`config.mk`:
```
export PLATFORM = sky130hd
export DESIGN_NAME = mux2t1_arb
export DESIGN_NICKNAME = d
export VERILOG_FILES = /design/src/rtl/mux2t1_arb_pkg.sv /design/src/rtl/mux2t1_8b.sv /design/src/rtl/mux2t1_arb.sv
export SDC_FILE = /design/constraint.sdc
export NUM_CORES = 1
export LEC_CHECK = 0
export ABC_CLOCK_PERIOD_IN_PS = 2690
export BUFFER_PORTS_ARGS = -buffer_cell sky130_fd_sc_hd__buf_2
export CAP_MARGIN = 20
export CORE_MARGIN = 5
export CORE_UTILIZATION = 50
export DETAILED_ROUTE_END_ITERATION = 10
export HOLD_SLACK_MARGIN = 0.15
export PLACE_DENSITY = 0.81
export SLEW_MARGIN = 20
export SYNTH_ARGS = -nofsm -noshare
export SYNTH_HDL_FRONTEND = slang
export SYNTH_SLANG_ARGS = --single-unit
```
`constraint.sdc`:
```
create_clock -name Clk -period 2.69 [get_ports Clk]
set_input_delay 0.269 -clock Clk [delete_from_list [all_inputs] [get_ports Clk]]
set_output_delay 0.269 -clock Clk [all_outputs]
set_load 0.02 [all_outputs]
```
`src/rtl/mux2t1_arb_pkg.sv`:
```
// mux2t1_arb_pkg
//   Shared types and constants for the two-requester arbitrating mux.
//   state_t : output stage state (IDLE = no beat held, HOLD = F holds a beat)
//   SEL_A/B : encoding of the Sel output and the round-robin history bit
//   WIDTH_DEF / CNT_W_DEF : default data and counter widths
package mux2t1_arb_pkg;

  localparam int WIDTH_DEF = 8;
  localparam int CNT_W_DEF = 8;

  localparam logic SEL_A = 1'b0;
  localparam logic SEL_B = 1'b1;

  typedef enum logic {
    IDLE = 1'b0,
    HOLD = 1'b1
  } state_t;

endpackage

```
`src/rtl/mux2t1_8b.sv`:
```
// mux2t1_8b
//   Plain combinational 2:1 data mux.
//   A, B : data inputs
//   Sel  : 0 selects A, 1 selects B
//   F    : selected data
module mux2t1_8b #(
  parameter int WIDTH = 8
) (
  input  logic [WIDTH-1:0] A,
  input  logic [WIDTH-1:0] B,
  input  logic             Sel,
  output logic [WIDTH-1:0] F
);

  assign F = Sel ? B : A;

endmodule

```
`src/rtl/mux2t1_arb.sv`:
```
// mux2t1_arb
//   Two-requester arbiter feeding a registered one-entry output stage.
//   Requests are granted combinationally whenever the output register can
//   take a beat; the winner's data lands in F one cycle later.
//   Ports:
//     Clk, Rst        : rising-edge clock, synchronous active-high reset
//     ReqA/ReqB, A/B  : requester valid and data
//     GntA/GntB       : combinational grant (ready) back to the requesters
//     F, FValid       : registered selected data and its valid
//     FReady          : downstream accepts F
//     Sel             : source of current F (0 = A, 1 = B)
//     CntA/CntB       : saturating accepted-beat counters
//   Build option: MUX2T1_ARB_FIXED_PRIO_EN makes A always win contention;
//   otherwise contention is resolved round-robin.
module mux2t1_arb
  import mux2t1_arb_pkg::*;
#(
  parameter int WIDTH = WIDTH_DEF,
  parameter int CNT_W = CNT_W_DEF
) (
  input  logic             Clk,
  input  logic             Rst,
  input  logic             ReqA,
  input  logic             ReqB,
  input  logic [WIDTH-1:0] A,
  input  logic [WIDTH-1:0] B,
  output logic             GntA,
  output logic             GntB,
  output logic [WIDTH-1:0] F,
  output logic             FValid,
  input  logic             FReady,
  output logic             Sel,
  output logic [CNT_W-1:0] CntA,
  output logic [CNT_W-1:0] CntB
);

  state_t           state, state_nxt;
  logic             last_sel;
  logic             can_accept;
  logic             win_b;
  logic             beat;
  logic             xfer;
  logic [WIDTH-1:0] mux_out;

  localparam logic [CNT_W-1:0] CNT_MAX = '1;

  assign can_accept = !FValid || FReady;
  assign xfer       = FValid && FReady;

`ifdef MUX2T1_ARB_FIXED_PRIO_EN
  assign win_b = ReqB && !ReqA;
`else
  // Under contention B wins only if A had the previous beat.
  assign win_b = ReqB && (!ReqA || (last_sel == SEL_A));
`endif

  // Grants are gated by Rst so nothing is handed out while the block resets.
  assign GntA = !Rst && can_accept && ReqA && !win_b;
  assign GntB = !Rst && can_accept && win_b;
  assign beat = GntA || GntB;

  mux2t1_8b #(.WIDTH(WIDTH)) u_mux (
    .A  (A),
    .B  (B),
    .Sel(win_b),
    .F  (mux_out)
  );

  // State register
  always_ff @(posedge Clk) begin
    if (Rst) state <= IDLE;
    else     state <= state_nxt;
  end

  // Next-state logic
  always_comb begin
    state_nxt = state;
    case (state)
      IDLE:    if (beat) state_nxt = HOLD;
      HOLD:    if (xfer && !beat) state_nxt = IDLE;
      default: state_nxt = IDLE;
    endcase
  end

  // Output logic
  always_comb begin
    FValid = (state == HOLD);
  end

  // Datapath: F/Sel/history only move on a beat, so they hold under
  // backpressure and after a drained transfer.
  always_ff @(posedge Clk) begin
    if (Rst) begin
      F        <= '0;
      Sel      <= SEL_A;
      last_sel <= SEL_B;
    end else if (beat) begin
      F        <= mux_out;
      Sel      <= win_b;
      last_sel <= win_b;
    end
  end

  always_ff @(posedge Clk) begin
    if (Rst) begin
      CntA <= '0;
      CntB <= '0;
    end else begin
      if (GntA && CntA != CNT_MAX) CntA <= CntA + 1'b1;
      if (GntB && CntB != CNT_MAX) CntB <= CntB + 1'b1;
    end
  end

endmodule

```
==> summary.md <==
| Metric | Value |
|---|---|
| Setup ws final | 692 ps |
| Distinct cell type count after synthesis | 46 |
| Setup violators final | 0 |
| Tcrit/Tclk final | 74.3% |
| Crit path largest cell delay | about 400 ps |
| Crit path required time | 2420 ps |
| Switching part of the total | between 20 and 30% |
| Setup crit end | GntA |
| Clock Latency Late Sink | 310 ps |
| Clock Power Share | 23.5% |
| Initial DRT Pass Iterations | 4 |
| R2r endpoint | F[3] |
| Initial antenna violation count | 0 |
| Fin area | between 0.0015 and 0.002 mm^2 |
| Worst rel slew slack | a little over two fifths |
| Drt wl/cell | approximately 14 um |
| Pre-CTS WS | between 800 and 900 ps |
| RSZ-0062 raised after global routing | no |
| DRC viols | 0 |
| Crit path DAT | around 1700 ps |
| Mapped Area | 0.00133 mm^2 |
| Combinational fraction of design power | 16.9% |
| Most frequent cells in the layout | 48 x buf_2, 27 x dfxtp_1, 25 x nand2_1 |
| Synth top area cells | dfxtp_1 41%, a311oi_1 7.3%, nand2_1 7.1% |
| Post-Syn Nets | 175 |
| Antenna cells | 0 |
| Final slew viol count | 0 |
| Critical path endpoint category | primary output |
| Seq/Total Area, Yosys | 40.8% |
| Max-cap viol count | 0 |
| Prevailing post-synth register cell | dfxtp_1 |
| Post-CTS setup buffer count | 0 |
| Hold crit path type | input port to register |
| Final Critical Period | ~2000 ps |
| Chip width | 61.5 um |
| Post-Syn Instances | about 150 |
| Num rows | 18 |
| Pwr per Cell Area | between 400 and 500 mW/mm^2 |
| Total number of vias | between 1000 and 1500 |
| Worst Max-Slew Pin Slew | around 850 ps |
| NumNets Final | around 220 |
| Critical Path Start | last_sel |
| Leakage | 0.000704 uW |
| Clock skew | roughly 5.5 ps |
| Placed Area | around 0.0016 mm^2 |
| Post-cts resize count | 0 |
| Clock Path Buffers | 2 |
| Max VDD drop | between 0.0003 and 0.0004 V |
| Number of flops mapped to enable cells by yosys | 0 |
| Reg2reg start | FValid |
| Worst-path cell chain | or2b_1, nand4_1, clkinv_1, buf_2 |
| R2R depth | 4 |
| Area delta synth->final | 20.5% |
| Share of cells above drive strength 1 | 30.5% |
| PortBufs | 48 |
| Vias in the first global route | between 1000 and 1500 |
| Commonest non-fill, non-tap cell in the layout | buf_2 |
| WS Path Type | register to primary output |
| First-pass GRT wire length | 4960 um |
| Iter 0 DRT Violations | 36 |
| Detail Route Antenna Nets | 0 |
| Run status | finished, final reports clean |
| Total gr overflow | 0 |
| Setup TNS | 0 ps |
| # hold bufs at CTS | 0 |
| CP startpoint kind | register |
| Pin count of the biggest net entering global routing | 27 |
| CTS tree | done |
| Slowest stage cell on the critical path | dfxtp_1 |
| Num CTS Buffers | 3 |
| Post-DP HPWL | 2330 um |
| Core box area | between 0.002 and 0.0025 mm^2 |
| Total Wirelength | ~3100 um |
| Max Clk Rate | ~500 MHz |
| CP Buf/Inv Count | 2 |
| Starting Density | approximately 53% |
| Hold path startpoint | B[0] |
| Final Hold Violating Endpoints | 0 |
| CP Depth | 4 |
| Die Area | roughly 0.0038 mm^2 |
| Share of Yosys cell area claimed by the top area cell type | 40.8% |
| IO Count | 49 |
| Seq pwr share | 59.6% |
| Synth async-reset ratio | 0% |
| Synth area leader | dfxtp_1 |
| Post-synthesis average cell area | just under 9 um^2 |
| GP Congestion | ~0.83 |
| Yosys reg bits | 27 |
| CTS Root Cell | clkbuf_4 |
| Htree depth | 1 |
| Clk slew on worst S/H paths | 130 ps |
| Internal Power | 520 uW |
| Clock Sinks | 27 |
| Vias per Instance | around 5.7 |
| CP top delay family | buffers and inverters |
| R2R setup slack | between 900 and 1000 ps |
| P_sw | 199 uW |
| Die height | 61.5 um |
| Maximum fanout along the worst path | 8 |
| GRT Resource Usage Total | between 15 and 20% |
| Synth Warn # | 0 |
cell type report:
class / count / area [um^2]
inverters: 5 / 18.8
clock buffers: 4 / 26.3
repair buffers: 49 / 248
flip-flops and latches: 27 / 541
well taps: 30 / 37.5
fillers: 231 / 903
multi-input cells: 115 / 726
tightest hold or removal path: cells and delay by family:
family	cells	cell delay, ps
AND/OR/NAND/NOR	1	40
AO/OA/AOI/OAI	1	70
buffers and inverters	1	90
worst min-delay path by stage:
stage | to | slack (ps) | cells after the start
CTS | F[0] | 200 | 3
global route | F[1] | 200 | 3
floorplan | F[6] | 430 | 2
global placement | F[4] | 480 | 2
detailed placement | F[7] | 500 | 2
finish | F[0] | 200 | 3
power groups by stage:
stage	logic (uW)	registers, uW	clock network [uW]
finish	121	429	169
global route	135	431	187
CTS	122	429	173
detailed placement	122	437	0
global placement	118	436	0
floorplan	62.2	454	0
per-stage QoR:
step | util [%] | total power (uW) | std cells | hold WS [ps]
after floorplan | - | 516 | 152 | 426
after global placement | 62.8 | 554 | 226 | 484
after detailed placement | 62.8 | 559 | 226 | 496
after CTS | 63.9 | 724 | 230 | 196
after global routing | 63.9 | 753 | 230 | 200
final | 63.9 | 719 | 230 | 202
registers in the layout (all words and copies together) (netlist names):
name / count
FValid: 1
F: 8
last_sel: 1
CntB: 8
Sel: 1
CntA: 8
synth_stat cells, types with 2 or more instances:
library cell	count
dfxtp_1	27
nand2_1	25
nor2_1	16
a311oi_1	11
a21oi_1	7
nand4_1	5
o21ai_0	5
inv_1	4
nand3_1	3
nor2b_1	3
nor3_1	3
a41oi_1	2
and4_1	2
clkbuf_1	2
clkbuf_8	2
ha_1	2
mux2_2	2
mux2i_1	2
nor4_1	2
layer usage:
| metal | share of wire, % | GRT usage, % | vias to the layer above | routed length [um] |
|---|---|---|---|---|
| met3 | 7.0 | 2.94 | 2 | 218 |
| met2 | 48 | 28.1 | 43 | 1490 |
| met1 | 45 | 22.4 | 600 | 1390 |
| met5 | 0 | 0 | - | 0 |
| li1 | - | - | 662 | - |
| met4 | 0.32 | 5.15 | 0 | 10 |
cell families after synthesis:
logic type / share of synthesized area (%)
xor gates and xnor gates: 0.661
muxes: 3.21
DFF: 40.8
and+or+nand+nor: 26.9
AOI/OAI and AO/OA: 22.1
adders and majority gates: 1.89
buffers and inverters: 4.44
Note: power is estimated with default switching activity, not from simulation.
